--- config.mk ---
export PLATFORM = sky130hd
export DESIGN_NAME = circle_engine_flat
export DESIGN_NICKNAME = d
export VERILOG_FILES = /design/src/rtl/circle_engine_if.sv /design/src/rtl/circle_engine.sv /design/src/flat_wrapper.sv
export SDC_FILE = /design/constraint.sdc
export NUM_CORES = 1
export LEC_CHECK = 0
export BUFFER_PORTS_ARGS = -buffer_cell sky130_fd_sc_hd__buf_4
export CAP_MARGIN = 20
export CORE_MARGIN = 2
export CORE_UTILIZATION = 35
export CTS_BUF_LIST = sky130_fd_sc_hd__clkbuf_8
export DETAILED_ROUTE_END_ITERATION = 8
export PLACE_DENSITY = 0.6
export REMOVE_ABC_BUFFERS = 1
export SETUP_SLACK_MARGIN = 0.1
export SLEW_MARGIN = 20
export SYNTH_ARGS = -nofsm -noshare
export SYNTH_HDL_FRONTEND = slang
export SYNTH_SLANG_ARGS = --single-unit
--- constraint.sdc ---
create_clock -name clk -period 7.1 [get_ports clk]
set_clock_uncertainty 0.05 [all_clocks]
set_input_delay 0.71 -clock clk [delete_from_list [all_inputs] [get_ports clk]]
set_output_delay 0.71 -clock clk [all_outputs]
set_load 0.005 [all_outputs]
--- src/rtl/circle_engine_if.sv ---
// ---------------------------------------------------------------------------
// circle_engine_if
//   Bundles the circle command interface from the graphics processor and
//   the DRAM request path (address FIFO + write-data FIFO) used by the
//   circle engine.
//
//   Command side : CE_ready, CE_color/_valid, CE_arguments/_valid,
//                  CE_trigger, CE_frame
//   DRAM side    : af_full, wdf_full (back-pressure in),
//                  af_wr_en, af_addr_din, wdf_wr_en, wdf_din, wdf_mask_din
//
//   master : the command issuer / FIFO owner (drives commands and fullness)
//   slave  : the circle engine itself
// ---------------------------------------------------------------------------
interface circle_engine_if;
    logic         CE_ready;
    logic [23:0]  CE_color;
    logic         CE_color_valid;
    logic [31:0]  CE_arguments;
    logic         CE_arguments_valid;
    logic         CE_trigger;
    logic [31:0]  CE_frame;
    logic         af_full;
    logic         wdf_full;
    logic         af_wr_en;
    logic [30:0]  af_addr_din;
    logic         wdf_wr_en;
    logic [127:0] wdf_din;
    logic [15:0]  wdf_mask_din;

    modport master (
        input  CE_ready, af_wr_en, af_addr_din, wdf_wr_en, wdf_din, wdf_mask_din,
        output CE_color, CE_color_valid, CE_arguments, CE_arguments_valid,
               CE_trigger, CE_frame, af_full, wdf_full
    );

    modport slave (
        output CE_ready, af_wr_en, af_addr_din, wdf_wr_en, wdf_din, wdf_mask_din,
        input  CE_color, CE_color_valid, CE_arguments, CE_arguments_valid,
               CE_trigger, CE_frame, af_full, wdf_full
    );
endinterface

--- src/rtl/circle_engine.sv ---
// ---------------------------------------------------------------------------
// circle_engine
//   Rasterises a circle outline with the midpoint algorithm and issues one
//   masked single-pixel DRAM write (one address push, two data beats) per
//   plotted point into the frame buffer at CE_frame.
//
//   Ports:
//     clk  - clock
//     rst  - synchronous, active-high reset (aborts a draw immediately)
//     bus  - circle_engine_if.slave: command inputs, CE_ready, FIFO pushes
//
//   Parameters:
//     XRES / YRES - visible frame size; points outside are skipped.
//
//   Pixels are 32-bit words {8'h00, R, G, B}; rows are 4096 bytes apart
//   (x occupies address bits [11:2], y bits [21:12]). A 32-byte burst holds
//   eight pixels: beat 0 carries lanes 0-3, beat 1 lanes 4-7.
// ---------------------------------------------------------------------------
module circle_engine #(
    parameter int XRES = 800,
    parameter int YRES = 600
) (
    input  logic            clk,
    input  logic            rst,
    circle_engine_if.slave  bus
);

    typedef enum logic [1:0] {IDLE, PLOT, BEAT1, STEP} state_t;

    state_t             state_reg, state_next;
    logic signed [10:0] x_reg, x_next;
    logic signed [10:0] y_reg, y_next;
    logic signed [11:0] err_reg, err_next;
    logic [2:0]         oct_reg, oct_next;
    logic [23:0]        color_reg, color_next;
    logic [31:0]        args_reg, args_next;

    logic               af_push;
    logic               wdf_push;
    logic               beat1_sel;

    // ---------------------------------------------------------------
    // Current point for the active octant (11-bit signed arithmetic)
    // ---------------------------------------------------------------
    logic signed [10:0] xc, yc;
    logic signed [10:0] px, py;
    logic               in_range;
    logic [31:0]        addr;
    logic [2:0]         lane;

    assign xc = $signed({1'b0, args_reg[29:20]});
    assign yc = $signed({1'b0, args_reg[19:10]});

    always_comb begin
        px = xc + x_reg;
        py = yc + y_reg;
        case (oct_reg)
            3'd0: begin px = xc + x_reg; py = yc + y_reg; end
            3'd1: begin px = xc + y_reg; py = yc + x_reg; end
            3'd2: begin px = xc - y_reg; py = yc + x_reg; end
            3'd3: begin px = xc - x_reg; py = yc + y_reg; end
            3'd4: begin px = xc - x_reg; py = yc - y_reg; end
            3'd5: begin px = xc - y_reg; py = yc - x_reg; end
            3'd6: begin px = xc + y_reg; py = yc - x_reg; end
            default: begin px = xc + x_reg; py = yc - y_reg; end
        endcase
    end

    // Sign bit set means the point fell off the left/top edge (or the sum
    // overflowed the 11-bit range); both are simply skipped.
    assign in_range = !px[10] && !py[10]
                   && ({22'b0, px[9:0]} < XRES)
                   && ({22'b0, py[9:0]} < YRES);

    assign addr = bus.CE_frame + {10'b0, py[9:0], px[9:0], 2'b00};
    assign lane = addr[4:2];

    // ---------------------------------------------------------------
    // Next-state / output logic
    // ---------------------------------------------------------------
    logic [9:0]         r_src;
    logic signed [11:0] x12, y12;

    // A trigger in the same cycle as an argument strobe uses the new radius.
    assign r_src = bus.CE_arguments_valid ? bus.CE_arguments[9:0] : args_reg[9:0];
    assign x12   = {x_reg[10], x_reg};
    assign y12   = {y_reg[10], y_reg};

    always_comb begin
        state_next = state_reg;
        x_next     = x_reg;
        y_next     = y_reg;
        err_next   = err_reg;
        oct_next   = oct_reg;
        color_next = color_reg;
        args_next  = args_reg;
        af_push    = 1'b0;
        wdf_push   = 1'b0;
        beat1_sel  = 1'b0;

        case (state_reg)
            IDLE: begin
                if (bus.CE_color_valid)
                    color_next = bus.CE_color;
                if (bus.CE_arguments_valid)
                    args_next = bus.CE_arguments;
                if (bus.CE_trigger) begin
                    x_next     = $signed({1'b0, r_src});
                    y_next     = 11'sd0;
                    err_next   = 12'sd1 - $signed({2'b00, r_src});
                    oct_next   = 3'd0;
                    state_next = PLOT;
                end
            end

            PLOT: begin
                if (!in_range) begin
                    oct_next   = oct_reg + 3'd1;
                    state_next = (oct_reg == 3'd7) ? STEP : PLOT;
                end else if (!bus.af_full && !bus.wdf_full) begin
                    af_push    = 1'b1;
                    wdf_push   = 1'b1;
                    state_next = BEAT1;
                end
            end

            BEAT1: begin
                beat1_sel = 1'b1;
                if (!bus.wdf_full) begin
                    wdf_push   = 1'b1;
                    oct_next   = oct_reg + 3'd1;
                    state_next = (oct_reg == 3'd7) ? STEP : PLOT;
                end
            end

            default: begin // STEP
                y_next = y_reg + 11'sd1;
                if (err_reg < 0) begin
                    err_next = err_reg + (y12 <<< 1) + 12'sd3;
                end else begin
                    x_next   = x_reg - 11'sd1;
                    err_next = err_reg + ((y12 - x12) <<< 1) + 12'sd5;
                end
                oct_next   = 3'd0;
                state_next = (x_next < y_next) ? IDLE : PLOT;
            end
        endcase
    end

    // ---------------------------------------------------------------
    // State registers
    // ---------------------------------------------------------------
    always_ff @(posedge clk) begin
        if (rst) begin
            state_reg <= IDLE;
            x_reg     <= '0;
            y_reg     <= '0;
            err_reg   <= '0;
            oct_reg   <= '0;
            color_reg <= '0;
            args_reg  <= '0;
        end else begin
            state_reg <= state_next;
            x_reg     <= x_next;
            y_reg     <= y_next;
            err_reg   <= err_next;
            oct_reg   <= oct_next;
            color_reg <= color_next;
            args_reg  <= args_next;
        end
    end

    // ---------------------------------------------------------------
    // Outputs
    // ---------------------------------------------------------------
    assign bus.CE_ready    = (state_reg == IDLE);
    assign bus.af_wr_en    = af_push;
    assign bus.wdf_wr_en   = wdf_push;
    assign bus.af_addr_din = af_push ? {addr[30:5], 5'b0} : 31'h0;

    // Only the lane holding the pixel, and only in the beat that carries
    // it, is unmasked; everything else (including idle cycles) stays masked.
    generate
        for (genvar gi = 0; gi < 4; gi++) begin : g_lane
            logic lane_hit;
            assign lane_hit = wdf_push && (lane[2] == beat1_sel)
                           && (lane[1:0] == 2'(gi));
            assign bus.wdf_mask_din[4*gi +: 4] = {4{~lane_hit}};
            assign bus.wdf_din[32*gi +: 32]    = wdf_push ? {8'h00, color_reg} : 32'h0;
        end
    endgenerate

endmodule

--- src/flat_wrapper.sv ---
// flat-port wrapper written by rule: the top's interface ports become plain ports
module circle_engine_flat 
#(
    parameter int XRES = 800,
    parameter int YRES = 600
)
  (clk, rst, bus_CE_ready, bus_af_wr_en, bus_af_addr_din, bus_wdf_wr_en, bus_wdf_din, bus_wdf_mask_din, bus_CE_color, bus_CE_color_valid, bus_CE_arguments, bus_CE_arguments_valid, bus_CE_trigger, bus_CE_frame, bus_af_full, bus_wdf_full);
  circle_engine_if bus_i ();
  input  logic clk;
  input  logic rst;
  output wire logic [$bits(bus_i.CE_ready)-1:0] bus_CE_ready;
  output wire logic [$bits(bus_i.af_wr_en)-1:0] bus_af_wr_en;
  output wire logic [$bits(bus_i.af_addr_din)-1:0] bus_af_addr_din;
  output wire logic [$bits(bus_i.wdf_wr_en)-1:0] bus_wdf_wr_en;
  output wire logic [$bits(bus_i.wdf_din)-1:0] bus_wdf_din;
  output wire logic [$bits(bus_i.wdf_mask_din)-1:0] bus_wdf_mask_din;
  input wire logic [$bits(bus_i.CE_color)-1:0] bus_CE_color;
  input wire logic [$bits(bus_i.CE_color_valid)-1:0] bus_CE_color_valid;
  input wire logic [$bits(bus_i.CE_arguments)-1:0] bus_CE_arguments;
  input wire logic [$bits(bus_i.CE_arguments_valid)-1:0] bus_CE_arguments_valid;
  input wire logic [$bits(bus_i.CE_trigger)-1:0] bus_CE_trigger;
  input wire logic [$bits(bus_i.CE_frame)-1:0] bus_CE_frame;
  input wire logic [$bits(bus_i.af_full)-1:0] bus_af_full;
  input wire logic [$bits(bus_i.wdf_full)-1:0] bus_wdf_full;
  assign bus_CE_ready = bus_i.CE_ready;
  assign bus_af_wr_en = bus_i.af_wr_en;
  assign bus_af_addr_din = bus_i.af_addr_din;
  assign bus_wdf_wr_en = bus_i.wdf_wr_en;
  assign bus_wdf_din = bus_i.wdf_din;
  assign bus_wdf_mask_din = bus_i.wdf_mask_din;
  assign bus_i.CE_color = bus_CE_color;
  assign bus_i.CE_color_valid = bus_CE_color_valid;
  assign bus_i.CE_arguments = bus_CE_arguments;
  assign bus_i.CE_arguments_valid = bus_CE_arguments_valid;
  assign bus_i.CE_trigger = bus_CE_trigger;
  assign bus_i.CE_frame = bus_CE_frame;
  assign bus_i.af_full = bus_af_full;
  assign bus_i.wdf_full = bus_wdf_full;
  circle_engine #(.XRES(XRES), .YRES(YRES)) u_core (.clk(clk), .rst(rst), .bus(bus_i));
endmodule
==> results by group <==
Global routing
  – Vias in the first global route: 9,494
  – First-pass GRT wire length: 48.4 mm
  – Largest net degree at the start of global routing: 68
  – Initial antenna violation count: 0
  – Global route overflow: 0
  – Total GRT Usage: 0.188

Synth
  – Simple logic cell fraction of the synthesized area: 0.220
  – Adder-Cell Fraction of Synth Area: 0.145
  – EDFF count, synth: 0
  – Yosys top cell area share: 0.174
  – Synth cell types: 83
  – Synth Flop Type: dfxtp_1
  – Post-synth ARST share: 0
  – Compound-Gate Fraction of Synth Area: 0.228
  – Area contributors post-synth: dfxtp_1, ha_1, buf_4, a21oi_1, nand2_1
  – Register area share after synthesis: 0.174
  – Synth Instances: 1,473
  – Post-synthesis register bit count: 93
  – Xor-xnor portion of the synthesized cell area: 0.0738
  – Syn avg cell area: 7.25 um2
  – Post-synthesis mux area share: 0.0261
  – Yosys top cell by area: dfxtp_1
  – Mapped Area: 0.0107 mm2
  – Main combinational cell family by area after synthesis: compound AO/OA/AOI/OAI gates
  – Synth Warn #: 0

STA
  – Fin worst setup slack: 0.463 ns
  – Final Hold Violating Endpoints: 0
  – Final Max Slew Viols: 0
  – RSZ-0062 raised after global routing: true
  – # setup viols final: 0
  – Fmax: 0.151 GHz
  – Tcrit/Tclk final: 0.935
  – Fin crit period: 6.64 ns
  – Setup TNS: 0 ns
  – Worst Tran Pin Value: 0.862 ns
  – Worst slew margin: 0.425

Pwr
  – Worst vdd ir: 0.268 mV
  – Cell Int Power: 2.55 mW
  – Sequential power share: 0.133
  – P_leak: 5.59 nW
  – Power Density: 432 mW/mm2
  – Gate power share: 0.794
  – NetSw: 2.78 mW
  – Clock network fraction of total power: 0.073
  – Sw frac: 0.521

Job
  – Total of max-cap violations: 0

Critical path
  – R2R setup slack: 2.46 ns
  – Crit. End Element: primary output
  – Crit-path max FO: 15
  – Crit path DAT: 5.88 ns
  – Reg-to-Reg Start: u_core.oct_reg[1]$_SDFFE_PP0P_
  – R2R Path End: u_core.state_reg[0]$_SDFFE_PP0P_
  – CP Data Required Time: 6.34 ns
  – CP startpoint kind: flip-flop
  – Worst path most repeated cell: buf_4
  – Crit path from: u_core.oct_reg[1]$_SDFFE_PP0P_
  – Worst Reg-to-Reg Cells: 21
  – Type of the worst setup path: reg -> out
  – Max stage delay on crit path: 0.44 ns
  – Max stage delay cell, worst path: dfxtp_1

Placed design
  – Routability congestion estimate: 0.854
  – Pre-CTS setup slack: 0.521 ns
  – I/O Buffers: 230
  – Post-detail-place hpwl: 23.8 mm

Floorplan
  – Die Y: 179 um
  – # rows: 63
  – Die width: 179 um
  – Initial Utilization: 0.358
  – Die footprint: 0.0319 mm2
  – Io pins: 273
  – Core Area: 0.0298 mm2

Clock tree
  – Max clock buf depth: 2
  – Root Driver: clkbuf_8
  – TritonCTS buffer count: 9
  – Max H-tree Level: 3
  – CTS tree: built
  – Clk_lat worst skew: 0.40 ns
  – Clock tree sinks: 93
  – Worst-path clk slew: 0.12 ns
  – CTS hold repair buffers: 0

Run status
  – Status: finished clean

Layout
  – Area growth, synth to finish: 15.6%
  – Fillers: 3,126
  – Final nets: 1,807
  – Largest register FFs: 30
  – Diode count: 0
  – Share of cells above drive strength 1: 0.196

Routing
  – DRT iter0 DRCs: 680
  – Routed WL per cell: 15.5 um
  – DRC Markers: 0
  – DR pass1 iterations: 8
  – Drt total wl: 30.7 mm
  – Via count: 10,400
  – ANT nets after route: 0
  – Vias per inst: 5.23

Hold path
  – HP Start: u_core.color_reg[7]$_SDFFE_PP0P_
  – Hold EP: u_core.color_reg[7]$_SDFFE_PP0P_
  – Hold Path Class: reg -> reg
  – Hold Path Stages: 2
[cells by family after synthesis]
| family | Yosys count |
|---|---|
| AO/OA/AOI/OAI | 381 |
| flip-flops | 93 |
| buffers and inverters | 247 |
| XOR/XNOR | 90 |
| multiplexers | 27 |
| adder cells (fa/ha/maj) | 120 |
| other | 1 |
| AND/OR/NAND/NOR | 514 |
[cell usage after synthesis (all sizes together) (5+ instances only)]
master    n
o21a     10
nand4     8
a211oi   16
inv      58
a311o     5
and2     28
o211ai   19
a31oi     9
a21o     21
buf     132
nor2b    23
clkbuf   56
xnor2    67
nor4      7
mux2i    23
o31ai    12
nand2   211
nand2b   18
a21boi    8
a21oi   164
nand3    31
nor2    115
xor2     23
fa        6
or2       7
dfxtp    93
a211o     8
or3       6
o21ai    61
and3      6
nor3     41
a221oi    5
ha      114
[worst max-delay path: cells and delay by family, from the launching register on]
kind	cells	cell delay (ns)
buffers and inverters	5	0.67
multiplexers	1	0.16
adder cells (fa/ha/maj)	3	0.97
AND/OR/NAND/NOR	4	0.32
XOR/XNOR	2	0.40
flip-flops	1	0.44
AO/OA/AOI/OAI	14	2.51
[final cells by class]
cell class,instances,area [um2],share of cell area
clock buffers,9,124,0.0100
clock inverters,7,76.3,0.00618
inverters,59,224,0.0181
multi-input cells,1169,7610,0.617
flip-flops and latches,93,1860,0.151
well taps,390,488,0.0395
repair buffers,260,1950,0.158
[cells in the final DEF, fill, tap and decap left out, types with 8 or more instances in the layout]
master	Yosys	final
a211oi_1	15	15
a21o_1	21	21
a21oi_1	163	160
a31oi_1	9	9
and2_1	28	28
buf_4	121	260
clkbuf_8	0	9
conb_1	1	37
dfxtp_1	93	92
ha_1	114	111
inv_1	57	55
mux2i_1	22	22
nand2_1	210	210
nand2b_1	18	18
nand3_1	31	30
nand4_1	8	8
nor2_1	115	115
nor2b_1	23	23
nor3_1	41	40
o211ai_1	19	19
o21a_1	8	8
o21ai_0	59	58
o31ai_1	11	11
xnor2_1	67	67
xor2_1	23	23
[stage by stage]
step / std cells / hold WS [ns] / util / area (um2) / total power [mW]
6_report: 1987 / 0.407 / 0.414 / 12300 / 5.33
5_1_grt: 1987 / 0.425 / 0.414 / 12300 / 5.86
4_1_cts: 1986 / 0.408 / 0.411 / 12300 / 5.27
3_5_place_dp: 1970 / 0.392 / 0.404 / 12000 / 4.86
3_3_place_gp: 1970 / 0.388 / 0.404 / 12000 / 4.79
2_1_floorplan: 1321 / 0.376 / - / 9620 / 3.83
[power by group through the flow]
stage	clock, mW	sequential (mW)	combinational, mW
floorplan	0	0.710	3.12
global placement	0	0.714	4.07
detailed placement	0	0.719	4.14
CTS	0.400	0.706	4.16
global route	0.415	0.725	4.72
finish	0.387	0.710	4.23
[routing by layer]
metal / wire length, um / up-vias / share of wire / track usage
met2: 14200 / 314 / 0.46 / 0.323
met4: 558 / 0 / 0.018 / 0.0444
met1: 14200 / 4823 / 0.46 / 0.250
met3: 1740 / 30 / 0.057 / 0.0217
li1: - / 5225 / - / -
met5: 0 / - / 0 / 0
[how the worst max path moves through the flow]
| stage | endpoint | slack, ns |
|---|---|---|
| 3_3_place_gp | bus_af_addr_din[24] | 0.60 |
| 3_5_place_dp | bus_af_addr_din[22] | 0.52 |
| 4_1_cts | bus_af_addr_din[22] | 0.11 |
| 2_1_floorplan | bus_af_addr_din[27] | 1.08 |
| 6_report | bus_af_addr_din[30] | 0.46 |
| 5_1_grt | bus_af_addr_din[26] | 0.09 |
[repair_timing]
action                     in CTS  in global routing
gates resized for setup         1                 20
pin swaps                       1                  6
setup endpoints to repair       5                125
setup buffers                   0                  1
(Power assumes the default switching activity.)
